$ cat src/rtl/frame_clear_ctrl.sv
// Frame/Z-buffer clear sequencer: sweeps every pixel with CLEAR_COLOR/CLEAR_Z on request,
// and otherwise forwards rasterizer writes to the BRAMs through one register stage.
module frame_clear_ctrl #(
    parameter int          NUM_PIXELS  = 76800,
    parameter int          ADDR_W      = 17,
    parameter logic [11:0] CLEAR_COLOR = 12'h000,
    parameter logic [7:0]  CLEAR_Z     = 8'hFF
) (
    input  logic              clk,
    input  logic              rst_n,
    input  logic              i_clear_req,
    output logic              o_busy,
    output logic              o_clear_done,
    output logic              o_err_overlap,
    input  logic              i_rast_fb_we,
    input  logic [ADDR_W-1:0] i_rast_fb_addr,
    input  logic [11:0]       i_rast_fb_pixel,
    input  logic              i_rast_zb_we,
    input  logic [ADDR_W-1:0] i_rast_zb_addr,
    input  logic [7:0]        i_rast_zb_data,
    output logic              o_fb_we,
    output logic [ADDR_W-1:0] o_fb_addr,
    output logic [11:0]       o_fb_pixel,
    output logic              o_zb_we,
    output logic [ADDR_W-1:0] o_zb_addr,
    output logic [7:0]        o_zb_data
);

    typedef enum logic [1:0] {IDLE, CLEAR, DONE} state_t;

    localparam logic [ADDR_W-1:0] LAST_ADDR = ADDR_W'(NUM_PIXELS - 1);

    state_t            state;
    logic [ADDR_W-1:0] cnt;
    logic              rast_we;

    assign rast_we = i_rast_fb_we | i_rast_zb_we;
    assign o_busy  = (state != IDLE);

    always_ff @(posedge clk or negedge rst_n) begin
        if (!rst_n) begin
            state         <= IDLE;
            cnt           <= '0;
            o_clear_done  <= 1'b0;
            o_err_overlap <= 1'b0;
            o_fb_we       <= 1'b0;
            o_fb_addr     <= '0;
            o_fb_pixel    <= '0;
            o_zb_we       <= 1'b0;
            o_zb_addr     <= '0;
            o_zb_data     <= '0;
        end else begin
            o_fb_we      <= 1'b0;
            o_zb_we      <= 1'b0;
            o_clear_done <= 1'b0;
            case (state)
                IDLE: begin
                    o_fb_we    <= i_rast_fb_we;
                    o_fb_addr  <= i_rast_fb_addr;
                    o_fb_pixel <= i_rast_fb_pixel;
                    o_zb_we    <= i_rast_zb_we;
                    o_zb_addr  <= i_rast_zb_addr;
                    o_zb_data  <= i_rast_zb_data;
                    if (i_clear_req) begin
                        state         <= CLEAR;
                        cnt           <= '0;
                        o_err_overlap <= 1'b0;
                    end
                end
                CLEAR: begin
                    o_fb_we    <= 1'b1;
                    o_fb_addr  <= cnt;
                    o_fb_pixel <= CLEAR_COLOR;
                    o_zb_we    <= 1'b1;
                    o_zb_addr  <= cnt;
                    o_zb_data  <= CLEAR_Z;
                    if (rast_we) o_err_overlap <= 1'b1;
                    // Stop exactly on the last pixel; the counter never wraps mid-sweep.
                    if (cnt == LAST_ADDR) begin
                        state <= DONE;
                        cnt   <= '0;
                    end else begin
                        cnt <= cnt + ADDR_W'(1);
                    end
                end
                DONE: begin
                    o_clear_done <= 1'b1;
                    state        <= IDLE;
                    if (rast_we) o_err_overlap <= 1'b1;
                end
                default: state <= IDLE;
            endcase
        end
    end

endmodule

$ cat config.mk
export PLATFORM = sky130hd
export DESIGN_NAME = frame_clear_ctrl
export DESIGN_NICKNAME = d
export VERILOG_FILES = /design/src/rtl/frame_clear_ctrl.sv
export SDC_FILE = /design/constraint.sdc
export NUM_CORES = 1
export LEC_CHECK = 0
export BUFFER_PORTS_ARGS = -buffer_cell sky130_fd_sc_hd__buf_2
export CORE_MARGIN = 2
export CORE_UTILIZATION = 41
export DETAILED_ROUTE_END_ITERATION = 6
export PLACE_DENSITY = 0.64
export SLEW_MARGIN = 5
export SYNTH_ARGS = -nofsm -noshare
export SYNTH_HDL_FRONTEND = slang
export SYNTH_SLANG_ARGS = --single-unit
$ cat constraint.sdc
create_clock -name clk -period 3.3 [get_ports clk]
set_input_delay 0.165 -clock clk [delete_from_list [all_inputs] [get_ports clk]]
set_output_delay 0.165 -clock clk [all_outputs]
set_load 0.02 [all_outputs]
==> results of run 1 <==
placed cells by master, fill, tap and decap left out, types with 3 or more instances in the layout:
cell / instances
a211o_1: 8
a211oi_1: 34
a21o_1: 3
a21oi_1: 9
and2_1: 42
buf_2: 116
buf_4: 4
bufinv_16: 3
clkbuf_8: 9
dfrtp_1: 77
ha_1: 3
inv_1: 3
mux2i_1: 13
nand2_1: 14
nand3_1: 6
nor2_1: 53
nor2b_1: 17
nor3_1: 3
o21ai_0: 12
or3_1: 6
or4_1: 5
worst min path at each step:
stage / start / end / slack [ns] / depth (start not counted)
2_1_floorplan: rst_n / cnt[0] / -0.13 / 0
3_3_place_gp: rst_n / o_zb_data[2] / 0.38 / 1
3_5_place_dp: rst_n / o_zb_data[2] / 0.39 / 1
4_1_cts: rst_n / o_zb_data[2] / 0.009 / 1
5_1_grt: i_rast_zb_we / o_zb_we / 0.03 / 2
6_report: rst_n / o_zb_data[2] / -0.04 / 1
metal layers:
| metal | global-route usage | wire, um | vias up | part of all wire |
|---|---|---|---|---|
| met2 | 0.297 | 3870 | 75 | 0.48 |
| met1 | 0.214 | 3590 | 1437 | 0.45 |
| met3 | 0.0515 | 439 | 11 | 0.055 |
| met5 | 0 | 0 | - | 0 |
| li1 | - | - | 1462 | - |
| met4 | 0.0556 | 87 | 0 | 0.011 |
state kept, by name (all words and copies together) (netlist names):
name,flops
o_fb_pixel,12
o_zb_addr,17
o_zb_data,8
o_fb_addr,17
cnt,17
o_clear_done,1
o_zb_we,1
state,2
o_fb_we,1
o_err_overlap,1
metrics by stage:
step / hold WS [ns] / instance area, sq um
CTS: 0.00935 / 4510
floorplan: -0.131 / 3600
finish: -0.0366 / 4510
detailed placement: 0.387 / 4270
global placement: 0.380 / 4270
global route: 0.0296 / 4510
cells in the mapped netlist, types with 2 or more instances:
cell	n
dfrtp_1	77
nor2_1	53
and2_1	42
a211oi_1	34
clkbuf_1	19
nor2b_1	17
nand2_1	14
mux2i_1	13
o21ai_0	12
a21oi_1	9
a211o_1	8
nand3_1	6
or3_1	6
ha_1	5
or4_1	5
a21o_1	3
inv_1	3
nor3_1	3
a22o_1	2
and3_1	2
buf_1	2
nand4_1	2
nor4_1	2
o21a_1	2
o31ai_1	2
xnor2_1	2
logic make-up (layout without fill, tap and decap cells):
logic type               count (synthesis)  count (layout)  share of synthesized area
AND/OR/NAND/NOR                        157             157                      0.228
adder cells (fa/ha/maj)                  5               5                     0.0174
AO/OA/AOI/OAI                           76              76                      0.149
XOR/XNOR                                 3               3                    0.00730
multiplexers                            13              13                     0.0361
flip-flops                              77              77                      0.535
buffers and inverters                   26             140                     0.0274
report_power, final:
group / internal (uW) / switching [uW] / leakage [uW]
Sequential: 1300 / 197 / 0.000967
Clock: 503 / 344 / 0.000116
Combinational: 719 / 1280 / 0.00109
Total: 2530 / 1820 / 0.00217
area by class of cell:
class	count	area (sq um)	area share
clock buffers	10	128	0.0283
clock inverters	6	111	0.0247
inverters	4	15.0	0.00333
multi-input cells	254	1580	0.351
flip-flops and latches	77	1930	0.427
well taps	108	135	0.0300
repair buffers	120	611	0.135
==> results.txt, run 1 <==
The run finished, with violations left. The final reports fail on negative hold slack. The capturing element type of the critical path was an output port.

For the buffers inserted during post-CTS setup optimization, the log shows 0. The tools report the overall power as 4350 uW. In this run the clock root is driven by a clkbuf_8.

The worst register-to-register path ends at cnt[15]. The final standard cell utilization of the core came out at 0.522. The clock tree skew after final layout is 0.00965 ns, and the number of routed nets with antenna violations is 0.

Among all flip-flop cells after synthesis, the most frequent one is dfrtp_1. The remaining max-slew budget at the tightest pin is 0.359, and the average instance area after synthesis is 10.1 sq um. The logs give 0 for the number of cells upsized or downsized after cts and 3.13 ns for the data required time at the worst endpoint. For the first-pass GRT wire length, the log shows 13.8 mm. Once placement completed, the tool counted placed cells totaling 563. The run gives 0.781 as the final weighted congestion of routability-driven global placement. Counting the fill cells in the layout gives 859. The most critical setup path has its startpoint at state[1]. The number of antenna diodes in the final layout is 0. Family with the most delay on the worst path: buffers and inverters.

In this run the static leakage power is 0.00217 uW. The share of final-layout standard cells stronger than drive strength 1 came out at 0.299. The number of nets in the synthesized netlist is 421.

The tools report the die area as 9550 sq um. The worst setup path is of the register to output port kind. The run gives 38 as the number of different library cells in the post-synthesis netlist. The clock passes through at most 2 buffers.

For the worst flop-to-flop path, the logic depth is 7. Timing would allow up to 0.404 GHz. In this run the critical register-to-register path is launched from state[1]. Setup violations remaining at the end of the flow were counted as 0. In this run the worst setup path terminates at o_busy. Post-DP HPWL: 5.19 mm. At the worst endpoint, the arrival time is 2.31 ns. The width of the die came out at 97.7 um. For this run, design rule violations remaining after detail routing come to 0. The number of rows in the core area came out at 34. Yosys printed 0 warnings. After technology mapping, the gate count stands at 357.

In this run, post-CTS hold repair placed 0 buffers. For the max-cap check violation count, the log shows 0. The clock net in this run drives a total of 77 sinks. Entering global routing, the biggest net connects 82 pins.

Together, buffers and inverters on the worst path number 4. The min-delay analysis places its worst path in the category input pin to async pin. The biggest area contributor in the post-synthesis netlist is dfrtp_1. The fraction of registers with async set or reset after synthesis is 1.00, and the worst-path maximum fanout is 57. Prior to clock tree synthesis, the placed netlist has a worst setup slack of 0.921 ns. Post-layout instance count excluding filler cells: 579.

The worst-case IR drop observed on VDD is 0.492 mV. The height of the die was 97.7 um; the reg-to-reg setup timing slack was 0.94 ns. The smallest clock period supported by the final layout is computed as 2.48 ns. The overall track demand over capacity in global routing was 0.174; the count of buffers from port buffering was 117. The logs give 9 for the number of clock buffers inserted by TritonCTS and 0.417 for the initial cell density of the core. The count of final max-slew check failures was 0. Share of synthesized area occupied by flip-flops and latches: 0.535. The placeable core region was 8640 sq um; the worst hold slack after final layout was -0.0366 ns. The via count of the first global-routing pass came out at 3,045. STA classifies the critical path startpoint as a register.

The final layout contains routed wiring with a total length of 7.98 mm. The slew at the pin closest to its max-slew limit is 0.962 ns, and the number of flops mapped to enable cells by yosys is 0. For this run, the detailed router's first-pass iteration total came to 4. The number of failing hold endpoints at the final stage came out at 74.

The master of the slowest instance on the critical path was inv_2. The via density per instance was 5.16. In this run the cell area of the synthesized design comes to 3600 sq um. The mean routed wirelength per cell was 13.8 um. The number of I/O pins came out at 118.

The run gives 3 as the depth of the CTS H-tree. Global routing finished with a remaining overflow of 0. The tools report the count of routing violations after the opening detailed-route iteration as 192. The share of the synthesized area in the top cell type came out at 0.535. The power density of the placed cells is 964 nW/um^2, and the final sum of negative setup slack is 0 ns. The final worst setup slack is 0.823 ns. The stage delay of the slowest cell on the critical path came out at 0.47 ns. The final layout contains 530 nets. The part of the cycle the worst path needs came out at 0.751. Walking the worst path, the cells encountered are inv_1, ha_2, buf_4, inv_2, buf_2. Synthesis inferred 77 register bits.

TritonCTS built the clock tree. The clock latency of the later-clocked register in the worst-skew pair was 0.35 ns. Setup repair after global routing left no endpoint under its margin. The critical path crosses 5 cells after its start point. In the post-synthesis netlist, the biggest area contributors are dfrtp_1, and2_1, a211oi_1. The clock-pin transition on the worst setup and hold timing paths is 0.07 ns, and the number of antenna violations at the first check in global routing is 0. Detailed routing inserted a total of 2,985 vias. The area growth from synthesis to layout is 25.1%.
No activity file was read; power rests on OpenSTA's default activity.
==> run 2: changes to the inputs <==
ABC_AREA = 1   (was unset)
PLACE_DENSITY = 0.67   (was 0.64)
clock period = 2.06 ns   (was 3.3 ns; I/O delays follow)
==> run 2 against run 1 <==
Against the previous run: the flow now finishes without violations; clock skew fell by 0.0036 ns; flip-flop and latch count stayed put; cell area is 10% higher; clock power up 45%; non-clock buffer count grew 58; via count grew 11%; largest power group unchanged.
==> results.txt, run 2 <==
The run finished with clean final reports. For this block, the initial DRC count from the detailed router was 111. The floorplan has 33 rows. The final sum of negative setup slack is 0 ns, and the placeable core region is 8220 sq um.

The tools report the worst hold path startpoint as i_rast_fb_we. The tools report the data required time at the worst endpoint as 2.30 ns. TritonCTS built the clock tree. The via count of the first global-routing pass was 3,314; the total number of yosys warnings was 0. In this run the worst path has a maximum fanout of 7. Clock-pin slew was measured on the worst setup and hold paths at 0.08 ns.

The number of buffers on the longest clock path was 2; the number of nets produced by synthesis was 454. In this run the clock root is driven by a clkbuf_8. The netlist area before placement is 3460 sq um. The power density of the placed cells works out to 1350 nW/um^2. For the worst setup path, the data arrival time is 2.01 ns.

The worst setup path is of the register to register kind. Traced cell by cell, the critical path runs through inv_1, ha_1, inv_2, nor2_2, nor2_2, nand3b_1, nor2_1, nand2_1, nand2_1, nor2_1. The clock reaches the later pin of the worst-skew pair after 0.34 ns. The number of routed nets with antenna violations came out at 0. The tools report the depth of the CTS H-tree as 3.

The startpoint identified for the worst register-to-register timing path is state[0]. In the layout the commonest cells are nand2_1, buf_2, dfrtp_1, dlygate4sd3_1, nand3_1. The part of the cycle the worst path needs is 0.859. Using the TritonRoute via totals, the vias-per-cell ratio works out to 4.89.

Commonest non-fill, non-tap cell in the layout: nand2_1. Setup repair after global routing left no endpoint under its margin. By instance count, the leading cell after synthesis is nand2_1.

The clock tree skew after final layout is 0.00606 ns. The die covers 9190 sq um. The tools report the capturing element type of the critical path as a register. The wire length reported by the detailed router was 9.41 mm. Subtracting the final worst setup slack from the clock period gives 1.77 ns. After detailed routing, the number of remaining DRC violations is 0. Share of synthesized area occupied by flip-flops and latches: 0.557. The largest registers in the layout are cnt (17), o_fb_addr (17), o_zb_addr (17). Entering global routing, the biggest net connects 50 pins.

Port buffering added 117 buffers. The largest single stage delay on the critical path is 0.40 ns. Ranked by total cell area, the synthesized netlist is headed by dfrtp_1, nand2_1, nand3_1. The design draws 6700 uW.

118 I/O pins were placed. dfrtp_1 takes more of the synthesized area than any other cell. From synthesis to final layout, the design area changed by 43.3%. The maximum ir drop on the vdd rail is 0.571 mV, and the total of flip-flops plus latches after synthesis is 77. The remaining max-slew budget at the tightest pin was 0.682; the leakage power total was 0.00251 uW.

The commonest cells after synthesis are nand2_1, dfrtp_1, nand3_1. The run gives 6.31 mm as the post-DP HPWL. The number of optimization iterations in the first detailed-route pass is 4, and the fraction of registers with async set or reset after synthesis is 1.00. First-pass GRT wire length: 15.3 mm. The number of sinks on the clock net is 77, and the number of antenna violations at the first check in global routing is 0.

At the pin with the least slew margin, the transition time is 0.477 ns. Share of the synthesized area in the top cell type: 0.557. In this run the worst setup path begins at state[0].

The master of the slowest instance on the critical path was dfrtp_1. Once the clock tree was built, the setup fixing pass inserted 0 buffers. Among all flip-flop cells after synthesis, the most frequent one is dfrtp_1. For this run, the top clock speed supported by timing is 0.565 GHz. The overall track demand over capacity in global routing was 0.215.

Setup violations remaining at the end of the flow were counted as 0. The tool flagged a number of max-cap violations equal to 0. Type of the most critical hold path: input pin to register. The number of flops mapped to enable cells by yosys is 0, and the number of clock buffers inserted by TritonCTS is 9.

The number of antenna diodes in the final layout is 0. The run gives 630 as the net count reported at finish. The count of final max-slew check failures is 0, and the average instance area after synthesis is 8.87 sq um. For this run the aggregate overflow at the end of global routing stands at 0. The congestion estimate from routability-driven global placement came to 0.936. The height of the die was 95.9 um. In the final routed layout, each cell accounts on average for 13.9 um. Number of failing hold endpoints at the final stage: 0.

The logs give 697 for the filler cell count and 0.421 for the initial cell density of the core. The share of final-layout standard cells stronger than drive strength 1 is 0.270. Detailed routing inserted a total of 3,300 vias. The cell count after synthesis came out at 390. The sort of element at the start of the critical path is a register. The number of different library cells in the post-synthesis netlist is 28, and the width of the die is 95.9 um.
## run 2: path summary, 6_finish.rpt
kind,to,slack (ns),depth (start not counted)
max,cnt[15],0.29,10
min,o_fb_we,0.03,3
max reg2reg,cnt[15],0.29,10
min reg2reg,o_zb_addr[14],0.50,2
max in group asynchronous,o_zb_addr[9],1.25,3
min in group asynchronous,o_err_overlap,0.22,2
## run 2: kinds of logic after synthesis
kind of cell	synth area share
AOI/OAI and AO/OA	0.0719
adders and majority gates	0.0181
and+or+nand+nor	0.289
buffers and inverters	0.0495
xor gates and xnor gates	0.0152
DFF	0.557
## run 2: area by class of cell
type                    instances  area (sq um)  area share
repair buffers                178          1210       0.244
flip-flops and latches         77          1930       0.389
multi-input cells             274          1380       0.277
clock inverters                 6          88.8      0.0179
well taps                     105           131      0.0265
inverters                      26           104      0.0209
clock buffers                   9           124      0.0250
## run 2: layer usage
layer / track usage / wire length (um) / share of wire / up-vias
li1: - / - / - / 1612
met4: 0.101 / 200 / 0.021 / 0
met1: 0.286 / 4130 / 0.44 / 1570
met2: 0.348 / 4630 / 0.49 / 103
met3: 0.0313 / 454 / 0.048 / 15
met5: 0 / 0 / 0 / -
## run 2: what timing repair did
action,4_1_cts,5_1_grt
gates resized for setup,0,0
endpoints found under the hold margin,82,0
hold buffers,55,0
## run 2: critical path: cells and delay by family, from the launching register on
family / cells / cell delay (ns)
adders and majority gates: 1 / 0.27
DFF: 1 / 0.40
and+or+nand+nor: 7 / 0.78
buffers and inverters: 2 / 0.21
## run 2: metrics by stage
step           instance area (sq um)  cells  worst slack (ns)  hold slack [ns]   util
3_3_place_gp                    4200    605             0.375           0.0531  0.511
3_5_place_dp                    4200    605             0.301           0.0608  0.511
6_report                        4960    675             0.291           0.0276  0.603
5_1_grt                         4960    675            0.0772           0.0453  0.603
4_1_cts                         4960    675             0.280          0.00945  0.603
2_1_floorplan                   3460    390             0.518           -0.193      -
## run 2: where the power goes
| part | total [uW] | internal (uW) | switching [uW] |
|---|---|---|---|
| clock network | 1230 | 675 | 551 |
| registers | 2330 | 2050 | 285 |
| logic | 3140 | 1090 | 2050 |
| total | 6700 | 3820 | 2880 |
==> run 3: changes to the inputs <==
ABC_AREA = unset   (was 1)
PLACE_DENSITY = 0.66   (was 0.67)
==> run 3 against run 2 <==
Against the previous run: the run now ends with negative setup slack left; cell area down 4.7%; register-to-register slack worse by 0.30 ns; sequential power increased by 3%; worst setup slack got worse by 0.30 ns; routed wire length shrank 8.4%.
==> results.txt, run 3 (synthesized netlist as in run 1, its figures left out) <==
Count of buffers from port buffering: 117. Width of the die: 97.7 um. The tools report the initial cell density of the core as 0.417. In this run, the number of DRC markers left after iteration 0 of detailed routing was 121.

The number of rows in the core area was 34. The number of DRC violations after detailed routing is 0. Dividing total power by cell area gives a power density of 1450 nW/um^2. The remaining max-slew budget at the tightest pin was 0.625. The data arrival time of the critical path was 2.34 ns. Time the worst path needs with I/O delays and setup: 2.07 ns. No sink is reached through more buffers than the 2 on the longest clock path. Setup repair after global routing could not meet its margin everywhere. The final reports fail on negative setup slack. The critical path is of the register to register type. Via count of the first global-routing pass: 3,232. For the worst setup path, the data required time is 2.33 ns.

Across all layers, the routed design uses 3,080 vias. The flow ran to the end, but the final reports show violations. The H-tree was split into 3 levels.

The combinational fraction of design power came out at 0.507. The total area inside the core boundary comes to 8640 sq um. The tools report the part of the total power dissipated in sequential elements as 0.349.

The tools report the final non-filler cell area as 4720 sq um. Once placement finished, the instance area stood at 4430 sq um. The final weighted congestion of routability-driven global placement is 0.797. The clock arrives with 0.00618 ns of skew. The slew at the pin closest to its max-slew limit was 0.562 ns. The type of the most critical hold path was input pin to register.

For this design the top-level I/O count stands at 118. TritonCTS created 9 clock buffers. The tools report the number of antenna violations at the first check in global routing as 0. The logs give 82 for the largest net degree at the start of global routing and 0 for the overflow left after global routing.

After the flow finishes, the layout carries non-filler instances totaling 603. The switching part of the total came out at 0.438. For the number of sinks on the clock net, the log shows 77. In the routed layout, each cell is associated on average with a via count of 5.11.

Overall track demand over capacity in global routing: 0.187. The repair_antennas step left the layout with diodes totalling 0. The share of final-layout standard cells stronger than drive strength 1 works out to 0.341.

The library cells used most frequently in the layout, excluding fill and tap cells, are buf_2, dfrtp_1, nor2_1, and2_1, a211oi_1. For the final-report setup violation count, the log shows 1. The layout overhead on the synthesized area is 31.2%, and the clock latency of the later-clocked register in the worst-skew pair is 0.34 ns. The logs give 555 for the net count reported at finish and 0 for the number of routed nets with antenna violations.

The largest registers in the layout are cnt (17), o_fb_addr (17), o_zb_addr (17). The clock-pin transition on the worst setup and hold timing paths was 0.08 ns. STA classifies the critical path startpoint as a register.

The final standard cell utilization of the core was 0.547. The run gives 4 as the number of optimization iterations in the first detailed-route pass. The die area is 9550 sq um. Count of final max-slew check failures: 0. Timing analysis after detailed placement gives a worst setup slack of -0.0702 ns. The post-DP HPWL came out at 5.72 mm. STA classifies the critical path endpoint as a register.

Wires add up to 8.62 mm. For the final worst setup slack, the log shows -0.00694 ns. The number of failing hold endpoints at the final stage was 0; the leakage power total was 0.00228 uW. The cell sitting at the root of the clock tree is a clkbuf_8.

VDD sags by at most 0.773 mV. The max-cap check violation count is 0. Worst-path maximum fanout: 6. The logs give 580 for the number of cells in the design after placement and 0.484 GHz for the highest achievable clock rate. The share of total power in the clock network came out at 0.144.

Measured along the y axis, the die boundary spans 97.7 um. The mean routed wirelength per cell was 14.3 um; the net switching component of the power was 3010 uW. The first global-routing pass estimated 14.6 mm of wire. TritonCTS built the clock tree. Internal power comes to 3860 uW. The part of the cycle the worst path needs came out at 1.00. Leaving out fill and tap cells, the most frequent cell in the layout is buf_2.
## run 3: final cells by class
| type | count | area (sq um) |
|---|---|---|
| clock buffer | 11 | 141 |
| clock inverter | 4 | 25.0 |
| fill | 819 | 3910 |
| inverter | 4 | 15.0 |
| multi-input combinational | 254 | 1640 |
| sequential | 77 | 1930 |
| tap | 108 | 135 |
| timing repair buffer | 145 | 841 |
## run 3: metrics by stage
| step | setup TNS [ns] | hold slack [ns] | power [uW] |
|---|---|---|---|
| after detailed placement | -0.113 | 0.140 | 5880 |
| after global routing | -0.0358 | 0.0172 | 7410 |
| after floorplan | -0.0683 | -0.193 | 4730 |
| final | -0.00694 | 0.0111 | 6870 |
| after CTS | -0.00850 | 0.00266 | 6910 |
| after global placement | 0 | 0.136 | 5770 |
## run 3: worst max-delay path, cell delays in order, from the launching register on
cell,delay (ns)
dfrtp_1,0.39
inv_2,0.07
ha_4,0.17
mux2i_4,0.19
or4_4,0.53
or4_4,0.51
a21oi_2,0.15
## run 3: metal layers
| layer | wire length, um | vias up | GRT usage |
|---|---|---|---|
| met1 | 3820 | 1487 | 0.237 |
| met3 | 338 | 10 | 0.0365 |
| met4 | 86 | 0 | 0.0620 |
| met2 | 4370 | 68 | 0.323 |
| li1 | - | 1515 | - |
| met5 | 0 | - | 0 |
## run 3: final timing paths
kind | startpoint | to | slack [ns] | cells after the start
min in group asynchronous | rst_n | o_zb_data[5] | 0.28 | 2
worst min-delay path | i_rast_fb_pixel[6] | o_fb_pixel[6] | 0.01 | 3
worst max register to register | state[0] | cnt[15] | -0.007 | 6
worst min register to register | o_zb_data[4] | o_zb_data[4] | 0.49 | 1
max in group asynchronous | rst_n | cnt[3] | 1.21 | 3
worst max-delay path | state[0] | cnt[15] | -0.007 | 6
## run 3: power groups by stage
| stage | logic (uW) | clock network, uW | registers (uW) |
|---|---|---|---|
| floorplan | 1660 | 0 | 3070 |
| global placement | 3380 | 0 | 2390 |
| detailed placement | 3460 | 0 | 2420 |
| CTS | 3480 | 1030 | 2400 |
| global route | 3830 | 1110 | 2470 |
| finish | 3480 | 990 | 2400 |
## run 3: repair_timing
| action | in CTS | in global routing |
|---|---|---|
| pin swaps | 0 | 1 |
| buffers inserted | 0 | 2 |
| setup endpoints to repair | 3 | 16 |
| hold buffers | 6 | 0 |
| endpoints found under the hold margin | 47 | 0 |
| gates resized for setup | 2 | 10 |
